File: config.mk
export PLATFORM = sky130hd
export DESIGN_NAME = onehot_grant_decoder
export DESIGN_NICKNAME = d
export VERILOG_FILES = /design/src/rtl/onehot_dec_pkg.sv /design/src/rtl/dec_cycle_counter.sv /design/src/rtl/onehot_grant_decoder.sv
export SDC_FILE = /design/constraint.sdc
export NUM_CORES = 1
export LEC_CHECK = 0
export ABC_AREA = 1
export BUFFER_PORTS_ARGS = -buffer_cell sky130_fd_sc_hd__clkbuf_2
export CORE_AREA = 3 3 40 42
export CTS_CLUSTER_DIAMETER = 80
export DETAILED_ROUTE_END_ITERATION = 16
export DIE_AREA = 0 0 43 45
export PLACE_DENSITY = 0.73
export SYNTH_ARGS = -nofsm -noshare
export SYNTH_HDL_FRONTEND = slang
export SYNTH_SLANG_ARGS = --single-unit
File: constraint.sdc
create_clock -name clk -period 2.65 [get_ports clk]
set_input_delay 0.1325 -clock clk [delete_from_list [all_inputs] [get_ports clk]]
set_output_delay 0.1325 -clock clk [all_outputs]
set_load 0.005 [all_outputs]
File: src/rtl/onehot_dec_pkg.sv
// Shared types and constants for the one-hot grant decoder.
// Optional decode-error reporting in the top is enabled by ONEHOT_DECODE_ERR_EN.
package onehot_dec_pkg;

  localparam int DEF_N     = 4;
  localparam int DEF_HOLD  = 4;
  localparam int DEF_GAP   = 1;
  localparam int MAX_N     = 16;
  localparam int MAX_IDX_W = 4;

  typedef enum logic [1:0] {
    ST_IDLE  = 2'd0,
    ST_GRANT = 2'd1,
    ST_GAP   = 2'd2
  } state_e;

  // Callers truncate the result to their own N; indices >= N fall off the top.
  function automatic logic [MAX_N-1:0] idx_to_onehot(input logic [MAX_IDX_W-1:0] idx);
    idx_to_onehot = MAX_N'(1) << idx;
  endfunction

endpackage

File: src/rtl/dec_cycle_counter.sv
// Saturating cycle counter: clears on clr, counts while en, flags done on the
// last of MAX cycles (MAX=0 means done immediately).
module dec_cycle_counter #(
  parameter int MAX = 1
) (
  input  logic clk,
  input  logic rst,
  input  logic clr,
  input  logic en,
  output logic done
);

  localparam int W = (MAX < 1) ? 1 : $clog2(MAX + 1);
  localparam logic [W-1:0] CNT_SAT = W'(MAX);
  localparam logic [W-1:0] DONE_AT = (MAX > 0) ? W'(MAX - 1) : '0;

  logic [W-1:0] cnt_q, cnt_d;

  always_comb begin
    cnt_d = cnt_q;
    if (clr) begin
      cnt_d = '0;
    end else if (en && (cnt_q != CNT_SAT)) begin
      cnt_d = cnt_q + W'(1);
    end
  end

  always_ff @(posedge clk or posedge rst) begin
    if (rst) begin
      cnt_q <= '0;
    end else begin
      cnt_q <= cnt_d;
    end
  end

  assign done = (MAX == 0) ? 1'b1 : (cnt_q == DONE_AT);

endmodule

File: src/rtl/onehot_grant_decoder.sv
// Turns an encoded index into a registered one-hot grant held until ack or
// hold timeout, followed by a guard gap. Define ONEHOT_DECODE_ERR_EN to get decode_err.
//
// Handshake: an index transfers on a rising clk edge where in_valid && in_ready;
// in_ready depends on state only and is high only in IDLE.
module onehot_grant_decoder
  import onehot_dec_pkg::*;
#(
  parameter int N     = DEF_N,
  parameter int IDX_W = $clog2(N),
  parameter int HOLD  = DEF_HOLD,
  parameter int GAP   = DEF_GAP
) (
  input  logic             clk,
  input  logic             rst,
  input  logic             in_valid,
  output logic             in_ready,
  input  logic [IDX_W-1:0] in_idx,
  output logic [N-1:0]     out_onehot,
  output logic             out_valid,
  input  logic             out_ack,
  output logic             timeout,
  output logic             busy,
`ifdef ONEHOT_DECODE_ERR_EN
  output logic             decode_err,
`endif
  output logic [1:0]       dbg_state
);

  state_e         state_q, state_d;
  logic [N-1:0]   onehot_q, onehot_d;
  logic           valid_q, valid_d;
  logic           timeout_q, timeout_d;
  logic           derr_q, derr_d;
  logic           hold_done, gap_done;
  logic           accept;
  logic           in_range;

  assign accept = in_valid && (state_q == ST_IDLE);

`ifdef ONEHOT_DECODE_ERR_EN
  assign in_range = (int'(in_idx) < N);
`else
  assign in_range = 1'b1;
`endif

  always_comb begin
    state_d   = state_q;
    onehot_d  = onehot_q;
    valid_d   = valid_q;
    timeout_d = 1'b0;
    derr_d    = 1'b0;
    case (state_q)
      ST_IDLE: begin
        if (accept) begin
          if (!in_range) begin
            derr_d = 1'b1;
          end else begin
            // An unrepresentable index yields an all-zero but valid grant.
            state_d  = ST_GRANT;
            onehot_d = N'(idx_to_onehot(MAX_IDX_W'(in_idx)));
            valid_d  = 1'b1;
          end
        end
      end
      ST_GRANT: begin
        if (out_ack || hold_done) begin
          onehot_d  = '0;
          valid_d   = 1'b0;
          timeout_d = !out_ack;
          state_d   = (GAP > 0) ? ST_GAP : ST_IDLE;
        end
      end
      ST_GAP: begin
        if (gap_done) begin
          state_d = ST_IDLE;
        end
      end
      default: begin
        state_d  = ST_IDLE;
        onehot_d = '0;
        valid_d  = 1'b0;
      end
    endcase
  end

  always_ff @(posedge clk or posedge rst) begin
    if (rst) begin
      state_q   <= ST_IDLE;
      onehot_q  <= '0;
      valid_q   <= 1'b0;
      timeout_q <= 1'b0;
      derr_q    <= 1'b0;
    end else begin
      state_q   <= state_d;
      onehot_q  <= onehot_d;
      valid_q   <= valid_d;
      timeout_q <= timeout_d;
      derr_q    <= derr_d;
    end
  end

  dec_cycle_counter #(.MAX(HOLD)) u_hold_cnt (
    .clk  (clk),
    .rst  (rst),
    .clr  (state_q != ST_GRANT),
    .en   (state_q == ST_GRANT),
    .done (hold_done)
  );

  dec_cycle_counter #(.MAX(GAP)) u_gap_cnt (
    .clk  (clk),
    .rst  (rst),
    .clr  (state_q != ST_GAP),
    .en   (state_q == ST_GAP),
    .done (gap_done)
  );

  assign in_ready   = (state_q == ST_IDLE);
  assign busy       = (state_q != ST_IDLE);
  assign out_onehot = onehot_q;
  assign out_valid  = valid_q;
  assign timeout    = timeout_q;
  assign dbg_state  = state_q;
`ifdef ONEHOT_DECODE_ERR_EN
  assign decode_err = derr_q;
`else
  logic unused_derr;
  assign unused_derr = derr_q;
`endif

endmodule

==> results of run 1 <==
layout by cell type, fill, tap and decap left out, drive strengths merged:
cell         instances
nand2               24
clkbuf              19
dfrtp               12
inv                 10
nor2                 8
nand4                4
ha                   3
a21oi                2
o21ai                2
nand3                2
o31ai                1
dlygate4sd3          1
logic make-up (layout without fill, tap and decap cells):
| logic type | Yosys count | after routing | synth area share [%] |
|---|---|---|---|
| fa+ha+maj | 3 | 3 | 6.44 |
| buf+inv | 10 | 30 | 6.44 |
| simple gates | 38 | 38 | 30.9 |
| flops | 12 | 12 | 51.5 |
| compound gates | 5 | 5 | 4.72 |
per-layer routing:
layer | part of all wire [%] | vias to the layer above | routed length (um) | track usage [%]
li1 | - | 257 | - | -
met1 | 51 | 235 | 535 | 18.6
met2 | 44 | 12 | 464 | 17.4
met3 | 5.3 | 0 | 56 | 4.78
met4 | 0 | 0 | 0 | 5.42
met5 | 0 | - | 0 | 0
stage by stage:
step	total power, mW	instance area (um^2)
3_5_place_dp	0.603	677
3_3_place_gp	0.597	677
6_report	0.742	723
4_1_cts	0.752	723
2_1_floorplan	0.489	583
5_1_grt	0.816	723
final timing paths:
check / to / slack (ns) / startpoint
max in group asynchronous: dbg_state[1] / 1.96 / rst
max: out_onehot[2] / 1.24 / u_hold_cnt.cnt_q[0]
min in group asynchronous: out_onehot[2] / 0.38 / rst
min: timeout / 0.03 / out_ack
min reg2reg: dbg_state[1] / 0.47 / u_gap_cnt.cnt_q
max reg2reg: out_onehot[2] / 1.24 / u_hold_cnt.cnt_q[0]
sequential cells by signal, summed over array words and instances (netlist names):
name	cells
u_hold_cnt.cnt_q	3
dbg_state	2
out_onehot	4
u_gap_cnt.cnt_q	1
timeout	1
out_valid	1
cell type report:
type / instances / area (um^2)
fillers: 122 / 562
multi-input cells: 46 / 245
inverters: 10 / 37.5
clock buffers: 4 / 36.3
repair buffers: 16 / 85.1
well taps: 15 / 18.8
flip-flops and latches: 12 / 300
Yosys cell counts:
cell type and n:
nor2_2 1, nand2_4 1, nand3_2 1, o21ai_0 2
nor2_4 1, o31ai_1 1, a21oi_1 2, nand2_1 22
inv_1 9, nand3_1 1, nand2_2 1, nor2_1 6
nand4_1 4, dfrtp_1 12, ha_1 3, inv_2 1
worst max-delay path: cells and delay by family, from the launching register on:
family / cells / cell delay (ns)
flops: 1 / 0.40
fa+ha+maj: 2 / 0.40
simple gates: 5 / 0.55
repair_timing:
item,in CTS,in global routing
hold endpoints to repair,12,0
setup buffers,0,0
hold buffers,1,0
power groups by stage:
| stage | logic [mW] | clock network (mW) | registers (mW) |
|---|---|---|---|
| after detailed placement | 0.300 | 0 | 0.303 |
| after floorplan | 0.187 | 0 | 0.302 |
| final | 0.299 | 0.145 | 0.298 |
| after global placement | 0.295 | 0 | 0.302 |
| after CTS | 0.303 | 0.150 | 0.299 |
| after global routing | 0.345 | 0.159 | 0.311 |
==> flow_metrics.tcl, run 1 <==
set metrics [dict create \
    swShare_pct 39.5 \
    antenna_found_initial 0 \
    ys_types 16 \
    vias 504 \
    synth_area_leaders "dfrtp_1, nand2_1, ha_1" \
    dp_cells 98 \
    maxCapViolations 0 \
    yosysTopAreaCellShare_pct 51.5 \
    area_growth_pct 24.0 \
    syn_area_per_cell_um2 8.57 \
    ys_warn_count 0 \
    cts_num_sinks 12 \
    overflow 0 \
    initial_core_util_pct 45.4 \
    fin_skew_ns 0.00444 \
    whs_path_depth 2 \
    min_path_type "in2reg" \
    finalSetupViolCount 0 \
    fin_crit_sh_pct 53.2 \
    rr_worst_depth 7 \
    switchingPower_mw 0.293 \
    cp_max_fo 6 \
    synth_area_um2 583 \
    postLayoutCoreUtil_pct 56.3 \
    pwr-share-comb_pct 40.3 \
    synth_cells 68 \
    p_leak_nw 0.421 \
    clock_path_buffers 2 \
    cp_slowest_stage_delay_ns 0.40 \
    preCtsSetupSlack_ns 1.26 \
    cp-start-kind "flop" \
    cts_tree "yes" \
    totalWireLength_mm 1.06 \
    yosysSeqAreaShare_pct 51.5 \
    cts_made_buffers 3 \
    p_int_mw 0.449 \
    worstPathRequired_ns 2.86 \
    critPathKind "reg2reg" \
    worstPathCellList "ha_1 > ha_1 > nor2_1 > nand2_4 > nand3_2 > nand2_1 > nand2_1" \
    hold_violations 0 \
    rows 13 \
    rsz0062_at_grt "no" \
    coreArea_um2 1280 \
    clkLatencyLatePin_ns 0.27 \
    dp_hpwl_um 849 \
    cts_root_buffer "clkbuf_4" \
    slew_violations 0 \
    seqPwrFrac_pct 40.1 \
    fmax_mhz 710 \
    p_per_area_nw_per_um2 1030 \
    antenna_cells 0 \
    fin_nets 98 \
    finalNonFillerCells 103 \
    grt_max_degree 13 \
    status "finished, final reports clean" \
    io_buffers 15 \
    ys_ff_latch 12 \
    fp.dieArea_um2 1940 \
    post_cts_resized 0 \
    die_h_um 45 \
    worstPathArrival_ns 1.62 \
    setup_tns_ns 0 \
    h-tree-depth 1 \
    ant_nets 0 \
    fin_ws_ns 1.24 \
    clkPwrFrac_pct 19.6 \
    clk_pin_slew_ns 0.08 \
    grt_pass1_vias 427 \
    slew_headroom_pct 70.4 \
    syn_nets 77 \
    wl_per_cell_um 10.3 \
    ios 16 \
    globalRouteTotalUtil_pct 12.9 \
    drc 0 \
    fin_crit_ns 1.41 \
    gp_congestion 0.709 \
    avgViaCountPerCell 4.89 \
    synth_top_area_cell "dfrtp_1" \
    drt_iter0_drc 6 \
    grt_pass1_wl_mm 1.80 \
    drive_gt1_share_pct 28.4 \
    crit_path_end_kind "flop" \
    ir_worst_vdd_uv 423 \
    die_w_um 43 \
    whs_ns 0.0289 \
    worst_pin_slew_ns 0.443 \
    drt_first_pass_iters 4 \
    critPathSlowestCell "dfrtp_1" \
]
No activity file was read; power rests on OpenSTA's default activity.
==> run 2: changes to the inputs <==
Clock period 2.65 ns to 1.44 ns, I/O delays scaled along.
==> flow_metrics.tcl, run 2 (synthesis results as in run 1) <==
set metrics [dict create \
    p_leak_nw 0.418 \
    area_growth_pct 23.8 \
    dp_cells 98 \
    clk_pin_slew_ns 0.07 \
    grt_max_degree 13 \
    gp_congestion 0.697 \
    fp.dieArea_um2 1940 \
    cp_max_fo 6 \
    hold_start "in_valid" \
    largest_reg_flops 4 \
    fin_skew_ns 0.00351 \
    whs_ns 0.0584 \
    io_buffers 15 \
    globalRouteTotalUtil_pct 13.7 \
    drt_iter0_drc 8 \
    postPlaceCellArea_um2 677 \
    clock_path_buffers 2 \
    ant_nets 0 \
    postLayoutCoreUtil_pct 56.2 \
    seqCellArea_um2 300 \
    slew_headroom_pct 70.1 \
    cts_num_sinks 12 \
    ir_worst_vdd_uv 767 \
    ios 16 \
    coreArea_um2 1280 \
    totalWireLength_mm 1.11 \
    fin_ws_ns 0.108 \
    antenna_cells 0 \
    multiInputGateArea_um2 248 \
    worst_pin_slew_ns 0.448 \
    layout_common_cells "nand2_1, clkbuf_2, dfrtp_1" \
    vias 487 \
    h-tree-depth 1 \
    grt_pass1_vias 433 \
    worstPathRequired_ns 1.65 \
    slew_violations 0 \
    design_area_um2 722 \
    critPathKind "reg2reg" \
    drt_first_pass_iters 4 \
    setup_tns_ns 0 \
    clkLatencyLatePin_ns 0.27 \
    die_w_um 43 \
    fmax_mhz 751 \
    drive_gt1_share_pct 28.4 \
    maxCapViolations 0 \
    fin_crit_ns 1.33 \
    fin_nets 99 \
    antenna_found_initial 0 \
    rr_startpoint "u_hold_cnt.cnt_q[0]" \
    worstPathArrival_ns 1.54 \
    grt_pass1_wl_mm 1.86 \
    num-fill-cells 124 \
    hold_violations 0 \
    cts_made_buffers 3 \
    p_per_area_nw_per_um2 1810 \
    die_h_um 45 \
    crit_path_end_kind "flop" \
    finalNonFillerCells 103 \
    preCtsSetupSlack_ns 0.0426 \
    status "finished, final reports clean" \
    wl_per_cell_um 10.8 \
    drc 0 \
    rows 13 \
    cp-start-kind "flop" \
    rsz0062_at_grt "no" \
    fin_crit_sh_pct 92.5 \
    dp_hpwl_um 864 \
    initial_core_util_pct 45.4 \
    finalSetupViolCount 0 \
    power_mw 1.31 \
    avgViaCountPerCell 4.73 \
    cts_root_buffer "clkbuf_4" \
    final_common_cell "nand2_1" \
    cts_tree "yes" \
    overflow 0 \
    min_path_type "in2reg" \
    crit_path_start "u_hold_cnt.cnt_q[0]" \
]
==> run 2: cell types whose count changed in the layout (fill, tap and decap cells not counted), sizes merged <==
cell and change:
dlygate4sd3 +1, clkbuf -1
==> run 2: worst max-delay path, stage by stage (launching register included) <==
cell and delay (ns):
dfrtp_1 0.41, ha_1 0.21, ha_1 0.20, nor2_2 0.14
nand2_4 0.09, nand3_2 0.10, nand2_1 0.06, nand2_1 0.07
==> run 2: cell type report <==
cell class	instances	area share (%)
sequential	12	41.6
multi-input combinational	46	34.3
timing repair buffer	17	13.2
inverter	10	5.20
clock buffer	3	3.12
tap	15	2.60
==> run 2: repair_timing <==
| item | CTS | global route |
|---|---|---|
| hold buffers | 2 | 0 |
| gates resized for setup | 0 | 1 |
| endpoints found under the hold margin | 13 | 0 |
| setup endpoints to repair | 0 | 5 |
| setup buffers | 0 | 0 |
==> run 2: final timing paths <==
kind / endpoint / slack, ns / cells past startpoint
setup / recovery: out_onehot[3] / 0.11 / 7
hold / removal: dbg_state[0] / 0.06 / 3
setup reg to reg: out_onehot[3] / 0.11 / 7
hold reg to reg: dbg_state[1] / 0.47 / 2
max in group asynchronous: out_onehot[0] / 0.80 / 3
min in group asynchronous: u_hold_cnt.cnt_q[0] / 0.33 / 3
==> run 2: metal layers <==
layer  vias to the layer above  share of wire, %  global-route usage (%)
met1                       217                48                    18.3
met3                         4               6.2                    3.59
met4                         0               2.8                    12.7
met5                         -                 0                       0
li1                        254                 -                       -
met2                        12                43                    18.0
==> run 2: power breakdown <==
part | leakage, nW | switching, mW | internal (mW)
sequential | 0.160 | 0.0970 | 0.459
clock | 0.0138 | 0.103 | 0.0967
combinational | 0.244 | 0.334 | 0.216
